### src/rtl/key_serial_sequencer.sv
// Read sequencer for the backplane serial key/ID PAL.
// Sends a 4-nibble unlock sequence, then shifts in NBITS response bits.
module key_serial_sequencer #(
    parameter int          NBITS      = 16,
    parameter int          STROBE_W   = 2,
    parameter int          SETTLE     = 3,
    parameter logic [3:0]  SHIFT_CODE = 4'h0
) (
    input  logic             clk,
    input  logic             rst_n,
    input  logic             req,
    input  logic [15:0]      req_code,
    input  logic             abort,
    output logic             busy,
    output logic             done,
    output logic             err,
    output logic [NBITS-1:0] rdata,
    output logic             dev_sel_n,
    output logic [3:0]       dev_a,
    output logic             dev_wr,
    output logic             dev_stb,
    input  logic             dev_dout
);

    localparam int STEPS = NBITS + 4;
    localparam int SW    = $clog2(STEPS);
    localparam int CMAX  = (STROBE_W > SETTLE) ? STROBE_W : SETTLE;
    localparam int CW    = (CMAX > 1) ? $clog2(CMAX) : 1;

    typedef enum logic [2:0] {IDLE, SETUP, STB, HOLD, DONE} state_t;

    state_t           state, state_nx;
    logic [SW-1:0]    step, step_nx;
    logic [CW-1:0]    cnt, cnt_nx;
    logic [15:0]      code, code_src;
    logic [NBITS-1:0] shreg, word;
    logic [3:0]       a_nx;
    logic             start, sample, finish, active_nx;

    assign word = {shreg[NBITS-2:0], dev_dout};

    always_comb begin
        state_nx  = state;
        step_nx   = step;
        cnt_nx    = cnt;
        start     = 1'b0;
        sample    = 1'b0;
        finish    = 1'b0;
        active_nx = 1'b0;
        code_src  = code;
        a_nx      = SHIFT_CODE;

        case (state)
            IDLE:  start = req && !abort;
            SETUP: begin
                state_nx = STB;
                cnt_nx   = '0;
            end
            STB: begin
                if (cnt == CW'(STROBE_W - 1)) begin
                    state_nx = HOLD;
                    cnt_nx   = '0;
                end else begin
                    cnt_nx = cnt + 1'b1;
                end
            end
            HOLD: begin
                if (cnt == CW'(SETTLE - 1)) begin
                    sample = (step >= SW'(4));
                    cnt_nx = '0;
                    if (step == SW'(STEPS - 1)) begin
                        finish   = 1'b1;
                        state_nx = DONE;
                    end else begin
                        state_nx = SETUP;
                        step_nx  = step + 1'b1;
                    end
                end else begin
                    cnt_nx = cnt + 1'b1;
                end
            end
            DONE: begin
                // A held req restarts straight out of DONE, one cycle after done
                start    = req && !abort;
                state_nx = IDLE;
            end
            default: state_nx = IDLE;
        endcase

        if (start) begin
            state_nx = SETUP;
            step_nx  = '0;
            cnt_nx   = '0;
        end

        if (abort && state != IDLE) begin
            state_nx = IDLE;
            step_nx  = '0;
            cnt_nx   = '0;
            start    = 1'b0;
            sample   = 1'b0;
            finish   = 1'b0;
        end

        active_nx = (state_nx == SETUP) || (state_nx == STB) ||
                    (state_nx == HOLD);
        code_src  = start ? req_code : code;
        if (step_nx < SW'(4)) begin
            unique case (step_nx[1:0])
                2'd0: a_nx = code_src[15:12];
                2'd1: a_nx = code_src[11:8];
                2'd2: a_nx = code_src[7:4];
                2'd3: a_nx = code_src[3:0];
            endcase
        end
    end

    always_ff @(posedge clk or negedge rst_n) begin
        if (!rst_n) begin
            state <= IDLE;
            step  <= '0;
            cnt   <= '0;
            code  <= '0;
            shreg <= '0;
        end else begin
            state <= state_nx;
            step  <= step_nx;
            cnt   <= cnt_nx;
            if (start)  code  <= req_code;
            if (sample) shreg <= word;
        end
    end

    // Outputs are registered from the next state so the bus never glitches
    always_ff @(posedge clk or negedge rst_n) begin
        if (!rst_n) begin
            busy      <= 1'b0;
            done      <= 1'b0;
            err       <= 1'b0;
            rdata     <= '0;
            dev_sel_n <= 1'b1;
            dev_a     <= 4'h0;
            dev_wr    <= 1'b0;
            dev_stb   <= 1'b0;
        end else begin
            busy      <= active_nx;
            done      <= (state_nx == DONE);
            dev_sel_n <= !active_nx;
            dev_wr    <= active_nx;
            dev_stb   <= (state_nx == STB);
            dev_a     <= active_nx ? a_nx : 4'h0;
            if (finish) begin
                rdata <= word;
                err   <= &word;
            end
        end
    end

endmodule

### config.mk
export PLATFORM = sky130hd
export DESIGN_NAME = key_serial_sequencer
export DESIGN_NICKNAME = d
export VERILOG_FILES = /design/src/rtl/key_serial_sequencer.sv
export SDC_FILE = /design/constraint.sdc
export NUM_CORES = 1
export LEC_CHECK = 0
export CAP_MARGIN = 25
export CORE_ASPECT_RATIO = 0.5
export CORE_UTILIZATION = 56
export CTS_CLUSTER_DIAMETER = 50
export CTS_CLUSTER_SIZE = 8
export DETAILED_ROUTE_END_ITERATION = 8
export HOLD_SLACK_MARGIN = 0.12
export PLACE_DENSITY = 0.85
export SLEW_MARGIN = 20
export SYNTH_ARGS = -nofsm -noshare
export SYNTH_HDL_FRONTEND = slang
export SYNTH_SLANG_ARGS = --single-unit
### constraint.sdc
create_clock -name clk -period 6.7 [get_ports clk]
set_input_delay 0.67 -clock clk [delete_from_list [all_inputs] [get_ports clk]]
set_output_delay 0.67 -clock clk [all_outputs]
set_load 0.1 [all_outputs]
# ---- After elaboration in Yosys (flattened, before gate mapping)
# Cells that the tools add are included.
dict set report classes {
  add_sub_neg 2
  order_cmp 2
  eq_ne 14
  muxes 29
  n_reduce_logical 12
}
# operator count
set ops {}
lappend ops {{5-bit two-way mux} 5}
lappend ops {{16-bit two-way mux} 1}
lappend ops {{4-bit one-hot mux with 4 select lines} 1}
lappend ops {{16-bit AND reduction} 1}
lappend ops {{3-bit two-way mux} 5}
lappend ops {{3-bit by 2-bit == test with 1-bit output (second input constant)} 4}
lappend ops {{3-bit one-hot mux with 4 select lines} 1}
lappend ops {{1-bit two-way mux} 9}
lappend ops {{2-bit two-way mux} 4}
lappend ops {{4-bit two-way mux} 2}
lappend ops {{2-bit == test (second input constant)} 3}
lappend ops {{3-bit by 1-bit == test with 1-bit output (second input constant)} 2}
lappend ops {{3-bit == test (second input constant)} 2}
lappend ops {{2-bit one-hot mux with 3 select lines} 1}
lappend ops {{5-bit by 1-bit adder with 5-bit output (second input constant)} 1}
lappend ops {{5-bit == test (second input constant)} 1}
lappend ops {{5-bit by 3-bit >= comparator with 1-bit output (second input constant)} 1}
lappend ops {{5-bit by 3-bit less-than comparator with 1-bit output (second input constant)} 1}
lappend ops {{5-bit nonzero test} 1}
lappend ops {{2-bit by 1-bit == test with 1-bit output (second input constant)} 2}
lappend ops {{3-bit logical NOT} 1}
lappend ops {{3-bit nonzero test} 1}
lappend ops {{2-bit by 1-bit adder with 2-bit output (second input constant)} 1}
lappend ops {{1-bit logical AND} 2}
lappend ops {{other kinds (4)} 6}
dict set report totals {
  register_bits 66
  inputBits 21
  out_inout_bits 26
  word_cells 71
}

# ---- Longest topological paths before layout
dict set report depth {
  ltp_word 10
  depth_mapped 8
  ltp_nobuf 6
}

# ---- Worst setup path before layout
# Ideal clock, no wire load.
dict set report synth_path {
  kind {input -> register}
  start {input abort}
  end {register dev_a[2]}
  setup_time_ps 136
  arrival_ps 2416
  required_ps 6564
  setup_slack_ps 4147
  stages 7
  path_buffers 2
  path_cell_list {buf_6 -> or4b_4 -> buf_6 -> mux2_4 -> a221o_1 -> a221oi_2 -> a311oi_1}
}
dict set report synth_via {
  word_cells_on_any_way 23
}
# item line_no
set synth_rtl {}
lappend synth_rtl {{from (decl)} 13} ;# input logic abort,
lappend synth_rtl {{1-bit logical NOT} {54, 84}}
lappend synth_rtl {{1-bit logical AND} {54, 84}}
lappend synth_rtl {{1-bit two-way mux} n/a}
lappend synth_rtl {{1-bit two-way mux *} 96} ;# if (abort && state != IDLE) begin
lappend synth_rtl {{16-bit two-way mux *} n/a}
lappend synth_rtl {{net code_src[6]} 35} ;# logic [15:0] code, code_src;
lappend synth_rtl {{4-bit one-hot mux with 4 select lines *} 109} ;# unique case (step_nx[1:0])
lappend synth_rtl {{4-bit two-way mux *} 108} ;# if (step_nx < SW'(4)) begin
lappend synth_rtl {{4-bit two-way mux *} 151} ;# dev_a <= active_nx ? a_nx : 4'h0;
lappend synth_rtl {{to (signal assigned)} 151}
lappend synth_rtl {{to (decl)} 19} ;# output logic [3:0] dev_a,
# The timed path passes the listed nets; every way through them passes the cells marked *.
# A chain may end at the register's enable or synchronous reset.

# ---- Worst setup path after layout
dict set report layout_path {
  start {input abort}
  end {register dev_a[2]}
}
dict set report layout_via {
  elab_chain_len 9
  word_cells_on_any_way 23
}
# item line_no
set layout_lines {}
lappend layout_lines {{branches (longest 8 deep; another with 5-bit by 3-bit less-than comparator with 1-bit output)} n/a}
lappend layout_lines {{4-bit two-way mux *} 151}
# Mark *: on every way between the ends.

==> out/metrics.cfg <==
[timing]
slew_headroom = 0.350
rsz0062_at_grt = false
min_period_over_period = 0.448
setup-tns-final_ns = 0
fin_crit_ns = 3.00
hold_violations = 0
max_slew.worst_pin.slew_ns = 0.973
slew_violations = 0
setup_viol = 0
finalClockSkew_ns = 0.00786
fmax_mhz = 333

[clock_network]
numCtsBuffers = 9
post_cts_buffers = 0
clk_pin_slew_ns = 0.07
htreeDepth = 3
cts_root_buf = clkbuf_8
clock_sinks = 66
cts_tree = yes
insertion_delay_ns = 0.35
clk_path_buf_depth = 2
cts_hold_buf = 0
cts.repair.resized = 0

[logic_synthesis]
ys_seq_elements = 66
synth_cells = 242
synth_fp_nets = 265
synth_cell_types = 48
synth_enable_flop_cells = 0
synth_top_family_by_area = simple AND/OR/NAND/NOR gates
muxShareOfSynthArea = 0.146
synth_fa_ha_area_frac = 0.00851
synth_xor_area_frac = 0.00298
synth_seq_area_share = 0.562
syn_area_um2 = 2940
synthSimpleGateAreaFrac = 0.152
synth_warnings = 0
synthArstFlopShare = 1.00
ys.flop_type = dfrtp_1
synth_area_per_cell_um2 = 12.2
synth_compound_area_frac = 0.0949

[global_routing]
antenna_found_initial = 0
grt-ovfl-total = 0
grt_max_degree = 67
grt_usage = 0.235
grt_pass1_wl_mm = 9.65
grt_pass1_vias = 2055

[status]
outcome = complete, no violations

[hold_path]
hp-class = in2async

[floorplan]
rows = 18
fp.coreArea_um2 = 4980
die_h_um = 53.2
dieArea_um2 = 5560
io_pins = 47
initial_core_util = 0.591
die-width_um = 104

[finish]
drive_gt1_frac = 0.214
num-nets-final = 313
diodes = 0
areaGrowthSynthToFinish_pct = 23.4
post-route-util = 0.729

[worst_setup_path]
critPathArrivalTime_ns = 3.26
end_kind = flip-flop
crit_type = in2reg
cp_max_fo = 18
worst_ep_required_time_ns = 6.95
setup.worst_path.start_class = input port

[power_and_ir_drop]
clockPowerShare = 0.337
seq_power_share = 0.483
comb_power_share = 0.180
p_sw_mw = 0.280
power.density_nw_per_um2 = 255
p_int_mw = 0.647
power.leakage_nw = 1.62
p_sw_frac = 0.302
irDropWorstVdd_mv = 0.158

[routing]
wirelength_mm = 5.89
via_count = 2089
drt_first_pass_iters = 4
wl_per_cell_um = 16.1
routed_via_density = 5.72
first_iter_violations = 88
ant_nets = 0
drc = 0

[placed_design]
finalWeightedCongestion = 0.871
port_buffers = 46
dp_hpwl_mm = 4.03

[flow_run]
cap_violations = 0

synth_stat cells, drive strengths merged, types with 4 or more instances:
library cell  count  area [um^2]
nor2b             4         25.0
nand3             7         35.0
buf               8         60.1
nor3              7         45.0
a221oi            4         41.3
a21oi             6         30.0
mux2             36          409
nand4             5         31.3
o31ai             5         37.5
dfrtp            65         1630
and2              4         25.0
nor4              4         25.0
nand2            35          131
nor2              5         18.8
inv               7         26.3
cell usage in the layout (no fill, tap or decap), types with 3 or more instances in the layout:
| cell type | instances |
|---|---|
| dfrtp_1 | 65 |
| clkdlybuf4s50_1 | 45 |
| mux2_2 | 35 |
| nand2_1 | 35 |
| clkbuf_8 | 12 |
| nand3_1 | 7 |
| inv_1 | 7 |
| a21oi_1 | 6 |
| nor2_1 | 5 |
| nand4_1 | 5 |
| o31ai_1 | 5 |
| nor2b_1 | 4 |
| nor4_1 | 4 |
| and2_1 | 4 |
| nor3_1 | 4 |
| o21a_1 | 3 |
| a221o_1 | 3 |
| a32o_1 | 3 |
| a221oi_1 | 3 |
worst paths after layout:
check                                   startpoint                  to  slack, ns  cells after the start
max in group asynchronous                    rst_n  code[10]$_DFF_PN0_       5.69                      2
worst min register to register  code[14]$_DFF_PN0_  code[14]$_DFF_PN0_       0.50                      2
min in group clk                code[14]$_DFF_PN0_  code[14]$_DFF_PN0_       0.50                      2
worst min-delay path                         rst_n   code[3]$_DFF_PN0_       0.47                      2
worst max register to register   step[0]$_DFF_PN0_  dev_a[2]$_DFF_PN0_       3.83                      6
worst max-delay path                         abort  dev_a[2]$_DFF_PN0_       3.70                      6
critical path, cell delays in order:
cell and delay [ns]:
clkdlybuf4s50_1 0.65, nor4b_4 0.95, a21oi_1 0.29, o41ai_1 0.16, o211ai_1 0.25, a311oi_1 0.29
layout make-up:
| cell class | instances | area, um^2 |
|---|---|---|
| Sequential cell | 66 | 1650 |
| Clock inverter | 4 | 25.0 |
| Tap cell | 70 | 87.6 |
| Clock buffer | 12 | 165 |
| Timing Repair Buffer | 48 | 470 |
| Multi-Input combinational cell | 158 | 1200 |
| Fill cell | 353 | 1350 |
| Inverter | 7 | 26.3 |
kinds of logic after synthesis:
kind of cell	Yosys count
xor gates and xnor gates	1
AOI/OAI and AO/OA	35
buffers and inverters	18
muxes	38
and+or+nand+nor	82
DFF	66
adders and majority gates	2
per-layer routing:
| layer | up-vias | global-route usage | wire length (um) |
|---|---|---|---|
| met5 | - | 0 | 0 |
| met4 | 0 | 0.107 | 110 |
| met3 | 13 | 0.0800 | 314 |
| met2 | 68 | 0.389 | 2770 |
| met1 | 1031 | 0.287 | 2700 |
| li1 | 977 | - | - |
power groups by stage:
stage	combinational, mW	clock [mW]	sequential, mW
floorplan	0.0743	0	0.496
global placement	0.161	0	0.452
detailed placement	0.166	0	0.455
CTS	0.167	0.318	0.447
global route	0.178	0.331	0.450
finish	0.167	0.313	0.448
per-stage QoR:
step | cell area [um^2] | setup WS, ns | std cells | hold slack [ns] | power [mW]
2_1_floorplan | 2940 | 4.15 | 242 | 0.374 | 0.570
3_3_place_gp | 3430 | 3.47 | 349 | 0.472 | 0.613
3_5_place_dp | 3430 | 3.39 | 349 | 0.480 | 0.621
4_1_cts | 3620 | 3.74 | 365 | 0.497 | 0.932
5_1_grt | 3630 | 3.53 | 365 | 0.514 | 0.960
6_report | 3630 | 3.70 | 365 | 0.471 | 0.927
registers in the layout, summed over array words and instances, names as in the netlist, 2 cells and up:
name	count
cnt	2
state	3
step	5
dev_a	4
rdata	16
code	16
shreg	15
No activity file was read; power rests on OpenSTA's default activity.
